===== src/rtl/qsram.sv =====
// Dual-banked Q-vector staging buffer: rows stream in one per cycle from the memory
// controller, and a full bank is presented in parallel to the PE array (ping-pong).
`ifndef NUM_PES
`define NUM_PES 4
`endif

module qsram #(
   parameter int unsigned NUM_ROWS   = `NUM_PES,
   parameter type         Q_VECTOR_T = logic [31:0]
) (
   input  logic                          clk,
   input  logic                          rst,
   input  logic                          load_valid,
   input  logic                          load_last,
   input  Q_VECTOR_T                     load_data,
   output logic                          load_ready,
   input  logic                          read_enable,
   output logic                          read_data_valid,
   output Q_VECTOR_T                     read_data [NUM_ROWS],
   output logic [NUM_ROWS-1:0]           read_row_valid,
   output logic [$clog2(NUM_ROWS+1)-1:0] read_rows
);

   localparam int unsigned IDX_W = $clog2(NUM_ROWS);
   localparam int unsigned CNT_W = $clog2(NUM_ROWS + 1);

   typedef enum logic [1:0] {
      BANK_EMPTY   = 2'd0,
      BANK_FILLING = 2'd1,
      BANK_FULL    = 2'd2
   } bank_state_t;

   bank_state_t          state [2];
   logic [NUM_ROWS-1:0]  mask [2];
   logic                 fill_bank;
   logic                 read_bank;
   logic [IDX_W-1:0]     load_idx;
   Q_VECTOR_T            mem [2][NUM_ROWS];

   logic load_accept;
   logic bank_close;
   logic consume;

   assign load_ready      = (state[fill_bank] != BANK_FULL);
   assign read_data_valid = (state[read_bank] == BANK_FULL);
   assign load_accept     = load_valid && load_ready;
   assign bank_close      = load_accept && ((load_idx == IDX_W'(NUM_ROWS - 1)) || load_last);
   assign consume         = read_enable && read_data_valid;

   // Bank states, pointers and masks; a consume and a close always target different banks.
   always_ff @(posedge clk) begin
      if (rst) begin
         for (int b = 0; b < 2; b++) begin
            state[b] <= BANK_EMPTY;
            mask[b]  <= '0;
         end
         fill_bank <= 1'b0;
         read_bank <= 1'b0;
         load_idx  <= '0;
      end else begin
         if (consume) begin
            state[read_bank] <= BANK_EMPTY;
            mask[read_bank]  <= '0;
            read_bank        <= ~read_bank;
         end
         if (load_accept) begin
            mask[fill_bank][load_idx] <= 1'b1;
            if (bank_close) begin
               state[fill_bank] <= BANK_FULL;
               fill_bank        <= ~fill_bank;
               load_idx         <= '0;
            end else begin
               state[fill_bank] <= BANK_FILLING;
               load_idx         <= load_idx + IDX_W'(1);
            end
         end
      end
   end

   // Row storage carries no reset; the masks gate everything that reaches the outputs.
   always_ff @(posedge clk) begin
      if (load_accept) begin
         mem[fill_bank][load_idx] <= load_data;
      end
   end

   always_comb begin
      read_row_valid = read_data_valid ? mask[read_bank] : '0;
      read_rows      = '0;
      for (int i = 0; i < NUM_ROWS; i++) begin
         read_data[i] = read_row_valid[i] ? mem[read_bank][i] : '0;
         read_rows    = read_rows + CNT_W'(read_row_valid[i]);
      end
   end

endmodule


===== config.mk =====
export PLATFORM = sky130hd
export DESIGN_NAME = qsram
export DESIGN_NICKNAME = d
export VERILOG_FILES = /design/src/rtl/qsram.sv
export SDC_FILE = /design/constraint.sdc
export NUM_CORES = 1
export LEC_CHECK = 0
export CAP_MARGIN = 5
export CORE_ASPECT_RATIO = 1.4
export CORE_MARGIN = 2
export CORE_UTILIZATION = 25
export DETAILED_ROUTE_END_ITERATION = 16
export HOLD_SLACK_MARGIN = 0.1
export PLACE_DENSITY_LB_ADDON = 0.12
export SLEW_MARGIN = 25
export SYNTH_ARGS = -nofsm -noshare
export SYNTH_HDL_FRONTEND = slang
export SYNTH_SLANG_ARGS = --single-unit

===== constraint.sdc =====
create_clock -name clk -period 10.4 [get_ports clk]
set_clock_uncertainty 0.1 [all_clocks]
set_input_delay 2.6 -clock clk [delete_from_list [all_inputs] [get_ports clk]]
set_output_delay 2.6 -clock clk [all_outputs]
set_load 0.01 [all_outputs]

==> flow_results.xml <==
<?xml version="1.0" encoding="UTF-8"?>
<metrics>
  <group name="status">
    <metric name="result_of_the_run" unit="">finished, final reports clean</metric>
  </group>
  <group name="global_routing">
    <metric name="grt_use_met1" unit="%">15.4</metric>
    <metric name="wire_length_of_the_first_global_routing_pass" unit="mm">41.9</metric>
    <metric name="globalRoute.totalOverflow" unit="">0</metric>
    <metric name="gr-usage-met2" unit="%">23.2</metric>
    <metric name="grt.busiest_layer" unit="">met2</metric>
    <metric name="track_usage" unit="%">12.8</metric>
    <metric name="number_of_global_route_vias_before_repair" unit="">6237</metric>
    <metric name="grt.met3_usage" unit="%">2.29</metric>
    <metric name="antenna_found_initial" unit="">2</metric>
    <metric name="largest_net_degree_at_the_start_of_global_routing" unit="">62</metric>
  </group>
  <group name="die">
    <metric name="die_x" unit="um">179</metric>
    <metric name="boundaryPins" unit="">174</metric>
    <metric name="start_util" unit="%">25.4</metric>
    <metric name="rows" unit="">89</metric>
    <metric name="floorplan.die_area" unit="mm^2">0.0445</metric>
    <metric name="core_region_area" unit="mm^2">0.0422</metric>
    <metric name="die-height" unit="um">249</metric>
  </group>
  <group name="min_path">
    <metric name="min_delay_worst_endpoint" unit="">mask[1][3]</metric>
    <metric name="holdCritPathClass" unit="">reg2reg</metric>
    <metric name="timing.hold.worst_path_depth" unit="">2</metric>
    <metric name="min-delay-start" unit="">mask[1][3]</metric>
  </group>
  <group name="finish">
    <metric name="layout-drive-gt1-share" unit="%">8.92</metric>
    <metric name="layout.cells.non_filler" unit="">1409</metric>
    <metric name="finalNetCount" unit="">886</metric>
    <metric name="final_design_area_no_fill" unit="mm^2">0.0140</metric>
    <metric name="layout-area-overhead-vs-synth" unit="%">30.3</metric>
    <metric name="antenna_cells_inserted" unit="">0</metric>
  </group>
  <group name="timing">
    <metric name="slew-limit-headroom" unit="%">37.4</metric>
    <metric name="max_fclk" unit="MHz">142</metric>
    <metric name="tmin_final" unit="ns">7.03</metric>
    <metric name="layout_worst_path_cycle_share" unit="%">67.6</metric>
    <metric name="rsz0062_at_grt" unit="">no</metric>
    <metric name="setup_tns_after_final_layout" unit="ns">0</metric>
    <metric name="hold_viol_final" unit="">0</metric>
    <metric name="setup_viol" unit="">0</metric>
    <metric name="timing.final.max_slew_violations" unit="">0</metric>
    <metric name="tightest_slew" unit="ns">0.938</metric>
  </group>
  <group name="logic_synthesis">
    <metric name="synth-async-reset-ratio" unit="%">0</metric>
    <metric name="post-synth-top-area-cell" unit="">sky130_fd_sc_hd__edfxtp_1</metric>
    <metric name="ys_seq_elements" unit="">274</metric>
    <metric name="yosysTopAreaCellShare" unit="%">72.9</metric>
    <metric name="mapped_cells" unit="">656</metric>
    <metric name="post-synth-top-count-cell" unit="">sky130_fd_sc_hd__edfxtp_1</metric>
    <metric name="synth_enable_flop_cells" unit="">260</metric>
    <metric name="synth_area_leaders" unit="">sky130_fd_sc_hd__edfxtp_1, sky130_fd_sc_hd__mux2i_1, sky130_fd_sc_hd__nor2_1</metric>
    <metric name="ys_top_cells_by_count" unit="">sky130_fd_sc_hd__edfxtp_1, sky130_fd_sc_hd__nor2_1, sky130_fd_sc_hd__mux2i_1</metric>
    <metric name="synth_ff_type" unit="">sky130_fd_sc_hd__edfxtp_1</metric>
    <metric name="synth-seq-area-share" unit="%">75.5</metric>
    <metric name="post_synth_design_cell_area" unit="mm^2">0.0107</metric>
    <metric name="post_synth_num_cell_types" unit="">35</metric>
    <metric name="postSynthNetCount" unit="">700</metric>
    <metric name="syn_area_per_cell" unit="um^2">16.3</metric>
    <metric name="ys_warns" unit="">0</metric>
  </group>
  <group name="pwr">
    <metric name="total_leakage_power" unit="nW">4.38</metric>
    <metric name="peakVddDrop" unit="V">0.000106</metric>
    <metric name="pwr_density" unit="mW/mm^2">169</metric>
  </group>
  <group name="placement">
    <metric name="gpl.final_weighted_congestion" unit="">0.731</metric>
    <metric name="place.detailed.hpwl" unit="mm">17.9</metric>
    <metric name="dp_area" unit="mm^2">0.0131</metric>
    <metric name="placement.io_buffers" unit="">173</metric>
    <metric name="placedCellCount" unit="">1358</metric>
  </group>
  <group name="clock_network">
    <metric name="clock_path_buffers" unit="">3</metric>
    <metric name="cts_resized" unit="">0</metric>
    <metric name="clk_latency" unit="ns">0.55</metric>
    <metric name="post_cts_buffers" unit="">0</metric>
    <metric name="numClockSinks" unit="">274</metric>
    <metric name="clock_tree.root_cell" unit="">sky130_fd_sc_hd__clkbuf_16</metric>
    <metric name="clock_tree.htree_level_count" unit="">1</metric>
    <metric name="cts.reportedPaths.clkPinSlew" unit="ns">0.06</metric>
    <metric name="tritoncts" unit="">done</metric>
    <metric name="cts_buffers" unit="">28</metric>
    <metric name="cts_hold_buf" unit="">0</metric>
  </group>
  <group name="run">
    <metric name="drv.max_cap_violation_count" unit="">0</metric>
  </group>
  <group name="setup_path">
    <metric name="reg2reg_setup_slack" unit="ns">7.62</metric>
    <metric name="critPathRequiredTime" unit="ns">7.70</metric>
    <metric name="crit_path_max_fanout" unit="">49</metric>
    <metric name="timing.critical_path.cells" unit="">buf_4, and3b_1, o21ai_4, fa_1, inv_1, ha_1, ha_1, clkdlybuf4s50_1</metric>
    <metric name="max_stage_delay" unit="ns">0.77</metric>
    <metric name="cpLargestDelayFamily" unit="">buffers and inverters</metric>
    <metric name="cp_common_cell" unit="">sky130_fd_sc_hd__ha_1</metric>
    <metric name="end_kind" unit="">primary output</metric>
    <metric name="timing_worst_setup_path_type" unit="">reg2out</metric>
    <metric name="reg2reg_depth" unit="">4</metric>
    <metric name="worstPathArrival" unit="ns">4.33</metric>
    <metric name="path_buf_inv" unit="">3</metric>
    <metric name="worst_path_max_delay_cell" unit="">sky130_fd_sc_hd__buf_4</metric>
    <metric name="worst_setup_path_start_kind" unit="">flop</metric>
  </group>
  <group name="route">
    <metric name="first_pass_iters" unit="">4</metric>
    <metric name="detailroute.via_count" unit="">6032</metric>
    <metric name="drt_first_iter_violations" unit="">268</metric>
    <metric name="vias_per_cell" unit="">4.28</metric>
    <metric name="postRouteWirelength" unit="mm">28.6</metric>
    <metric name="drc_errors" unit="">0</metric>
    <metric name="wire_per_inst" unit="um">20.3</metric>
    <metric name="routed_antenna_nets" unit="">0</metric>
  </group>
</metrics>
[flip-flops by register name (all words and copies together), names as in the netlist, named ones only]
signal     cells
load_idx       2
mem          256
state          4
mask           8
read_bank      1
fill_bank      1
[worst max-delay path by stage]
| stage | start | endpoint | cells after the start |
|---|---|---|---|
| 2_1_floorplan | load_valid | mem[0][0] | 2 |
| 3_3_place_gp | flop | read_rows[1] | 8 |
| 3_5_place_dp | flop | read_rows[1] | 8 |
| 4_1_cts | flop | read_rows[1] | 8 |
| 5_1_grt | flop | read_rows[1] | 8 |
| 6_report | flop | read_rows[1] | 8 |
[per-stage QoR]
step | power, W | setup slack (ns) | utilization [%] | hold slack [ns]
floorplan | 0.00136 | 4.91 | - | 0.350
global placement | 0.00144 | 3.88 | 31.0 | 0.371
detailed placement | 0.00144 | 3.85 | 31.0 | 0.366
CTS | 0.00240 | 3.25 | 33.1 | 0.377
global route | 0.00245 | 3.14 | 33.1 | 0.404
finish | 0.00236 | 3.37 | 33.1 | 0.375
[area by class of cell]
class	instances	area [um^2]
Timing Repair Buffer	186	1830
Inverter	22	82.6
Clock inverter	19	123
Tap cell	546	683
Multi-Input combinational cell	330	2410
Fill cell	4126	28200
Sequential cell	274	8090
Clock buffer	32	737
[report_power, final]
part	total, W	switching (W)	internal [W]
logic	0.000157	0.0000915	0.0000658
registers	0.00125	0.0000131	0.00124
clock network	0.000951	0.000418	0.000532
[tightest hold or removal path, cell delays in order (launching register included)]
cell	delay, ns
sky130_fd_sc_hd__dfxtp_1	0.31
sky130_fd_sc_hd__inv_1	0.05
sky130_fd_sc_hd__o32ai_1	0.07
[cells by family after synthesis]
| family | share of synthesized area, % |
|---|---|
| adder cells (fa/ha/maj) | 0.888 |
| AO/OA/AOI/OAI | 1.76 |
| flip-flops | 75.5 |
| multiplexers | 12.6 |
| buffers and inverters | 2.61 |
| AND/OR/NAND/NOR | 6.61 |
[layer usage]
layer	vias to the layer above	wire length (um)	part of all wire [%]
met5	-	23	0.080
met4	4	425	1.5
met3	30	1230	4.3
met2	118	15100	53
met1	3076	11800	41
li1	2804	-	-
[placed cells by master, fill, tap and decap left out, types with 2 or more instances in the layout]
cell / synthesis / final
sky130_fd_sc_hd__and3_4: 0 / 3
sky130_fd_sc_hd__mux2_2: 6 / 6
sky130_fd_sc_hd__dfxtp_1: 14 / 13
sky130_fd_sc_hd__mux2i_1: 128 / 128
sky130_fd_sc_hd__nand4_1: 4 / 4
sky130_fd_sc_hd__edfxtp_1: 260 / 260
sky130_fd_sc_hd__inv_1: 21 / 21
sky130_fd_sc_hd__nor2b_1: 2 / 2
sky130_fd_sc_hd__nor3_1: 8 / 4
sky130_fd_sc_hd__buf_4: 2 / 12
sky130_fd_sc_hd__clkinv_1: 0 / 6
sky130_fd_sc_hd__clkdlybuf4s50_1: 0 / 173
sky130_fd_sc_hd__nand3b_1: 2 / 2
sky130_fd_sc_hd__nor3_2: 0 / 3
sky130_fd_sc_hd__nor3b_1: 2 / 2
sky130_fd_sc_hd__clkbuf_1: 2 / 3
sky130_fd_sc_hd__nor2_1: 135 / 135
sky130_fd_sc_hd__o31ai_1: 2 / 2
sky130_fd_sc_hd__o32ai_1: 8 / 8
sky130_fd_sc_hd__o21ai_4: 1 / 4
sky130_fd_sc_hd__ha_1: 6 / 6
sky130_fd_sc_hd__and3b_1: 2 / 2
sky130_fd_sc_hd__a21oi_1: 4 / 4
sky130_fd_sc_hd__a211o_1: 2 / 2
sky130_fd_sc_hd__clkinv_2: 0 / 9
sky130_fd_sc_hd__o21ai_0: 2 / 2
sky130_fd_sc_hd__clkbuf_16: 0 / 29
(Power assumes the default switching activity.)
